`config.mk`:
```
export PLATFORM = sky130hd
export DESIGN_NAME = cpu_0_oci_mem_sequencer
export DESIGN_NICKNAME = d
export VERILOG_FILES = /design/src/rtl/cpu_0_oci_mem_sequencer.sv
export SDC_FILE = /design/constraint.sdc
export NUM_CORES = 1
export LEC_CHECK = 0
export CAP_MARGIN = 20
export CORE_MARGIN = 8
export CORE_UTILIZATION = 30
export CTS_CLUSTER_DIAMETER = 100
export DETAILED_ROUTE_END_ITERATION = 8
export PLACE_DENSITY = 0.69
export REMOVE_ABC_BUFFERS = 1
export SKIP_LAST_GASP = 1
export SLEW_MARGIN = 20
export SYNTH_ARGS = -nofsm -noshare
export SYNTH_HDL_FRONTEND = slang
export SYNTH_SLANG_ARGS = --single-unit
```
`constraint.sdc`:
```
create_clock -name clk -period 1.55 [get_ports clk]
set_input_delay 0.3875 -clock clk [delete_from_list [all_inputs] [get_ports clk]]
set_output_delay 0.3875 -clock clk [all_outputs]
set_load 0.005 [all_outputs]
```
`src/rtl/cpu_0_oci_mem_sequencer.sv`:
```
// OCI debug-memory access sequencer: turns JTAG debug strobes into req/ack accesses
// with address auto-increment and timeout, and reports data and status to the monitor.
module cpu_0_oci_mem_sequencer #(
    parameter int ADDR_W  = 8,
    parameter int TIMEOUT = 64
) (
    input  logic              clk,
    input  logic              reset,
    input  logic              take_action_ocimem_a,
    input  logic              take_no_action_ocimem_a,
    input  logic              take_action_ocimem_b,
    input  logic [37:0]       jdo,
    input  logic              debugack,
    output logic              mem_req,
    output logic              mem_we,
    output logic [ADDR_W-1:0] mem_addr,
    output logic [31:0]       mem_wdata,
    input  logic [31:0]       mem_rdata,
    input  logic              mem_ack,
    output logic [31:0]       MonDReg,
    output logic              monitor_ready,
    output logic              monitor_error,
    output logic              busy
);

    typedef enum logic [1:0] {IDLE, ACCESS, DONE} state_t;

    localparam int CNT_W = $clog2(TIMEOUT);

    state_t            state;
    logic [ADDR_W-1:0] addr;
    logic [CNT_W-1:0]  cnt;
    logic              err_pend;

    logic              any_strobe;
    logic              is_mem;
    logic [ADDR_W-1:0] jdo_addr;
    logic [ADDR_W-1:0] cmd_addr;
    logic              unused_jdo;

    // NOTE: every signal gets a default first so this block can never infer a latch.
    always_comb begin
        any_strobe = take_action_ocimem_a | take_action_ocimem_b | take_no_action_ocimem_a;
        jdo_addr   = jdo[ADDR_W+16:17];
        is_mem     = take_action_ocimem_a ? jdo[35] : 1'b1;
        cmd_addr   = take_action_ocimem_a ? jdo_addr : addr;
    end

    assign unused_jdo = ^{jdo[37:36], jdo[2:0]};
    assign busy       = (state != IDLE);

    // NOTE: non-blocking assignments here so every branch reads pre-edge state.
    always_ff @(posedge clk) begin
        if (reset) begin
            state         <= IDLE;
            addr          <= '0;
            cnt           <= '0;
            err_pend      <= 1'b0;
            mem_req       <= 1'b0;
            mem_we        <= 1'b0;
            mem_addr      <= '0;
            mem_wdata     <= '0;
            MonDReg       <= '0;
            monitor_ready <= 1'b0;
            monitor_error <= 1'b0;
        end else begin
            case (state)
                IDLE: begin
                    if (any_strobe) begin
                        monitor_ready <= 1'b0;
                        monitor_error <= 1'b0;
                        cnt           <= '0;
                        err_pend      <= 1'b0;
                        if (take_action_ocimem_a) addr <= jdo_addr;
                        if (is_mem && debugack) begin
                            state     <= ACCESS;
                            mem_req   <= 1'b1;
                            mem_we    <= ~take_action_ocimem_a & take_action_ocimem_b;
                            mem_addr  <= cmd_addr;
                            mem_wdata <= jdo[34:3];
                        end else begin
                            // Plain address load succeeds; a memory command outside debug mode is rejected.
                            state    <= DONE;
                            err_pend <= is_mem;
                        end
                    end
                end
                ACCESS: begin
                    cnt <= cnt + 1'b1;
                    if (any_strobe) err_pend <= 1'b1;
                    if (mem_ack) begin
                        if (!mem_we) MonDReg <= mem_rdata;
                        addr    <= addr + 1'b1;
                        mem_req <= 1'b0;
                        state   <= DONE;
                    end else if (cnt == CNT_W'(TIMEOUT - 1)) begin
                        mem_req  <= 1'b0;
                        err_pend <= 1'b1;
                        state    <= DONE;
                    end
                end
                DONE: begin
                    monitor_ready <= 1'b1;
                    monitor_error <= err_pend | any_strobe;
                    state         <= IDLE;
                end
                default: state <= IDLE;
            endcase
        end
    end

endmodule

```
==> results of run 1 <==
## power breakdown
group / total (uW) / internal, uW / switching [uW]
sequential: 2620 / 2530 / 87.9
combinational: 1150 / 644 / 503
clock: 2160 / 1290 / 874
total: 5930 / 4460 / 1470
## routing by layer
layer	up-vias	wire, microns	track usage [%]
li1	1885	-	-
met5	-	13	0
met1	1731	5130	17.1
met2	129	5780	24.4
met4	2	195	5.81
met3	16	1180	6.28
## metrics by stage
stage               util (%)  power, uW  area (sq um)
floorplan                  -       3020          3560
global placement        46.6       3710          5620
detailed placement      46.6       3730          5620
CTS                     49.9       5970          6020
global route            50.8       6240          6130
finish                  50.8       5930          6130
## worst paths after layout
kind                 endpoint  slack [ns]  cells after the start
setup / recovery      addr[2]      0.0003                      7
hold / removal        mem_req        0.45                      2
setup reg to reg      addr[2]      0.0003                      7
hold reg to reg   MonDReg[29]        0.45                      2
## what timing repair did
| item | CTS | global route |
|---|---|---|
| gates resized for setup | 101 | 11 |
| gates cloned | 5 | 1 |
| setup buffers | 2 | 5 |
| endpoints found under the hold margin | 0 | 0 |
| hold buffers | 0 | 0 |
| pin swaps | 6 | 4 |
| setup endpoints to repair | 118 | 52 |
## cell usage after synthesis (3+ instances only)
library cell / n
a211oi_1: 4
a211oi_2: 6
a21o_1: 3
a21oi_1: 81
buf_2: 14
buf_6: 4
clkbuf_1: 13
dfxtp_1: 93
inv_1: 3
mux2i_1: 7
nand2_1: 139
nand2b_1: 5
nor2_1: 26
nor2b_1: 3
nor3_1: 6
nor3b_1: 3
o21ai_0: 8
xnor2_1: 4
## worst reg2reg max path: stages (launching register included)
cell and delay [ns]:
dfxtp_4 0.35, buf_6 0.13, buf_6 0.12, nor2b_4 0.13, or3_4 0.39, buf_6 0.14, o21ai_1 0.12, a21oi_1 0.07
## registers in the layout, summed over array words and instances, names as in the netlist
name,flops
addr,8
err_pend,1
cnt,6
monitor_ready,1
MonDReg,32
mem_addr,8
mem_we,1
mem_req,1
mem_wdata,32
state,2
monitor_error,1
## area by class of cell
type / instances / area (sq um) / share of cell area [%]
inverter: 3 / 11.3 / 0.184
sequential: 93 / 1870 / 30.6
clock inverter: 3 / 46.3 / 0.755
timing repair buffer: 196 / 1950 / 31.9
clock buffer: 12 / 246 / 4.02
multi-input combinational: 328 / 1790 / 29.2
tap: 168 / 210 / 3.43
## cells by family (layout without fill, tap and decap cells)
kind of cell	after synthesis	after routing	synth area share, %
buf+inv	34	214	4.71
mux	8	8	2.19
xor+xnor	4	4	0.942
flops	93	93	50.1
fa+ha+maj	2	2	0.673
compound gates	112	112	17.9
simple gates	200	202	23.5
## cell usage in the layout, fill, tap and decap left out, types with 3 or more instances in the layout
cell type        netlist  layout
nand2b_1               5       3
nor2_1                26      24
a211oi_2               6       6
clkdlybuf4s50_1        0      67
nor3_1                 6       5
clkbuf_16              0      10
buf_6                  4       5
nor3b_1                3       3
nand2_1              139     139
dlygate4sd2_1          0      80
a21o_1                 3       3
a211oi_1               4       4
o21ai_0                8       7
mux2i_1                7       7
xnor2_1                4       4
dfxtp_1               93      90
buf_4                  0      31
inv_1                  3       3
a21oi_1               81      80
dfxtp_4                0       3
buf_12                 0       8
==> run metrics, run 1 <==
# diodes 0; unrepaired setup endpoints after global routing true; worst-path fanout max 5; vias in the first global route 3897; Setup CP Type reg2reg; delay-heaviest family, CP simple AND/OR/NAND/NOR gates; Slew @ Worst Pin 0.390 ns; Reg2Reg Launch Point state[0]; buffer and inverter count on the worst path 3; cells along the critical path buf_6 > buf_6 > nor2b_4 > or3_4 > buf_6 > o21ai_1 > a21oi_1; P per Cell Area 967 nW/um^2; CP peak stage delay 0.39 ns; maximum VDD drop 435 uV; Die Area 16200 sq um; root buf cell clkbuf_16; Vias/cell 4.69; Layout Skew 0.00509 ns; Distinct cells, synth 42; gp weighted congestion 0.801; Via Count 3763; pin count of the biggest net entering global routing 33; FP Rows 40; First DRT Iteration DRCs 135; Die H 127 microns; Post-Syn Area 3720 sq um; most frequent CP cell buf_6; cts bufs inserted 9; Post-synth ARST share 0%; setup_tns 0 ns; CP arrival 1.78 ns; Max Clock Freq 645 MHz; Yosys top cell area share 50.1%; dpl ws -0.474 ns; Hold Vio Cnt, Final 0; CTS clk-pin slew, worst paths 0.06 ns; fillcell total 1160; Final Max Slew Viols 0; fin crit period 1.55 ns; CORE AREA 12100 sq um; crit share post-route 100%; relative slew slack 73.8%; Post-synth EDFFs 0; CP endpoint kind register; synth top area cells dfxtp_1 50%, nand2_1 14%, a21oi_1 11%; final setup margin 0.000320 ns; Fin Hold WS 0.448 ns; Chip Width 127 microns; crit path launch type register; Seq cells post-synth 93; slowest CP cell or3_4; hold crit path type in2reg; area grow syn2layout 64.8%; Mean Syn Cell Area 8.21 sq um; wire per inst 15.3 microns; Layout Cells excl Fill 803; Port-buffer cells 148; Routed WL 12300 microns; HP Start reset; sequential area share after synthesis 50.1%; Ys Warns 0; Leak 0.00261 uW; Clock Path Buffers 2; Starting Density 30.8%; H-Tree Depth 3; Worst-Skew Late Latency 0.33 ns; DRC 0; Required @ worst endpoint 1.78 ns; GRT Util Overall 15.0%; max-cap viol count 0; Setup violations, final 0; Final HPWL DP 8300 microns; CTS tree done; placed cell count 775; status complete, no violations; initial antenna violation count 1; fraction of layout instances using a drive strength above 1 14.6%; clock sink count 93; gr ovfl total 0; CP startpoint state[0]; num ports 154; First-pass DRT Iterations 4; Syn Inst Count 453; Final nets 710; Main synth FF type dfxtp_1; first-pass GRT wire length 19800 microns; Final ANT Viol Nets 0; cell taking the most area after synthesis dfxtp_1
(Power assumes the default switching activity.)
==> run 2: changes to the inputs <==
CORE_UTILIZATION = 39   (was 30)
PLACE_DENSITY = 0.84   (was 0.69)
==> run 2 against run 1 <==
Clock skew grew 0.0071 ns. The run now ends with setup timing left. Final cell count shrank 5.0%. Die area shrank 20%. Sequential power is essentially flat. Core utilization grew 13 points. First-iteration DRC count grew 66%. Global-route usage grew 2.9 points. Register-to-register slack lost 0.04 ns. Largest cell class is now registers. Sequential share of layout area grew 1.4 points.
==> run metrics, run 2 (synthesis results as in run 1) <==
First DRT Iteration DRCs 224; Critical Path End addr[3]; most common cell after layout, fill and taps aside nand2_1; reg2reg path depth 7; crit share post-route 102%; crit path launch type register; max-cap viol count 0; CP startpoint state[0]; Clock Path Buffers 2; Vias/cell 5.09; CTS tree done; final setup margin -0.0353 ns; clock sink count 93; Final Max Slew Viols 0; CTS clk-pin slew, worst paths 0.09 ns; # diodes 0; initial antenna violation count 0; fraction of layout instances using a drive strength above 1 17.4%; dpl ws -0.478 ns; Chip Width 114 microns; Worst R2R Setup Slack -0.04 ns; Setup CP Type reg2reg; CP arrival 1.89 ns; DRC 0; Required @ worst endpoint 1.86 ns; wire per inst 15.9 microns; failing checks setup timing; root buf cell clkbuf_8; Port-buffer cells 148; Layout Skew 0.0122 ns; gp weighted congestion 0.822; Hold Vio Cnt, Final 0; hold_buf cts 0; num ports 154; Reg2Reg Launch Point state[0]; GRT Util Overall 17.9%; First-pass DRT Iterations 4; Post-Route Utilization 64.0%; unrepaired setup endpoints after global routing true; Via Count 3880; Setup violations, final 1; Max Clock Freq 631 MHz; first-pass GRT wire length 18900 microns; FP Rows 35; Final ANT Viol Nets 0; Die Area 12900 sq um; H-Tree Depth 3; Slew @ Worst Pin 0.369 ns; status complete, but fails checks; CP endpoint kind register; gr ovfl total 0; Starting Density 40.3%; Routed WL 12200 microns; cts bufs inserted 9; Final nets 708; maximum VDD drop 546 uV; CORE AREA 9240 sq um; Leak 0.00254 uW; fin crit period 1.59 ns; reg2reg end addr[3]; Regs by FF count MonDReg x32, mem_wdata x32; Final HPWL DP 8460 microns; area grow syn2layout 59.0%; Die H 114 microns; Worst-Skew Late Latency 0.36 ns; relative slew slack 75.2%; worst-path fanout max 7; overall power 5640 uW; vias in the first global route 3924; P per Cell Area 954 nW/um^2; pin count of the biggest net entering global routing 41; hold crit path type in2reg; commonest cells after routing, fill and taps aside 139 x nand2_1, 77 x a21oi_1, 77 x dlygate4sd2_1
-- run 2: cell count changes in the layout (fill, tap and decap cells not counted), sizes merged, moves of 2 or more --
cell,previous run,this run
dlygate4sd2,80,77
clkbuf,13,10
bufbuf,2,0
bufinv,1,3
dlymetal6s2s,0,2
-- run 2: metal layers --
layer / global-route usage, % / wire length (microns) / up-vias
met5: 0 / 0 / -
met4: 6.93 / 252 / 0
met3: 7.61 / 1280 / 18
met2: 30.4 / 5890 / 151
met1: 19.3 / 4750 / 1839
li1: - / - / 1872
-- run 2: what timing repair did --
| action | in CTS | in global routing |
|---|---|---|
| pin swaps | 4 | 6 |
| endpoints found under the setup margin | 115 | 25 |
| setup buffers | 2 | 5 |
| cloned | 2 | 1 |
| resized for setup | 108 | 12 |
-- run 2: worst min path at each step --
stage / slack (ns) / cells after the start / start / endpoint
floorplan: 0.45 / 2 / MonDReg[0] / MonDReg[0]
global placement: 0.44 / 2 / MonDReg[13] / MonDReg[13]
detailed placement: 0.45 / 2 / MonDReg[5] / MonDReg[5]
CTS: 0.41 / 2 / reset / mem_req
global route: 0.42 / 2 / reset / mem_addr[6]
finish: 0.42 / 2 / reset / state[0]
-- run 2: layout make-up --
type / count / area (sq um)
tap: 129 / 161
clock buffer: 9 / 124
clock inverter: 7 / 123
sequential: 93 / 1890
fill: 753 / 3330
timing repair buffer: 194 / 1840
multi-input combinational: 328 / 1760
inverter: 3 / 11.3
-- run 2: stage by stage --
step	area, sq um	std cells	hold slack, ns	setup TNS, ns
floorplan	3560	422	0.447	-19.79
global placement	5560	737	0.441	-25.79
detailed placement	5560	737	0.446	-29.30
CTS	5810	757	0.413	-0.0535
global route	5910	763	0.417	-0.141
finish	5910	763	0.425	-0.0353
-- run 2: report_power, final --
group / internal [uW] / switching [uW]
clock: 1080 / 874
combinational: 574 / 491
sequential: 2530 / 91.6
total: 4190 / 1460
-- run 2: critical path: stages, from the launching register on --
cell and delay, ns:
dfxtp_4 0.37, buf_6 0.13, nor4_4 0.34, buf_4 0.17, nor3_1 0.05, buf_4 0.18, a21oi_2 0.12, o221a_2 0.19
==> run 3: changes to the inputs <==
HOLD_SLACK_MARGIN = 0.03   (was unset)
==> results of run 3 <==
The final DEF is identical to that of run 2; final timing and power are the same.
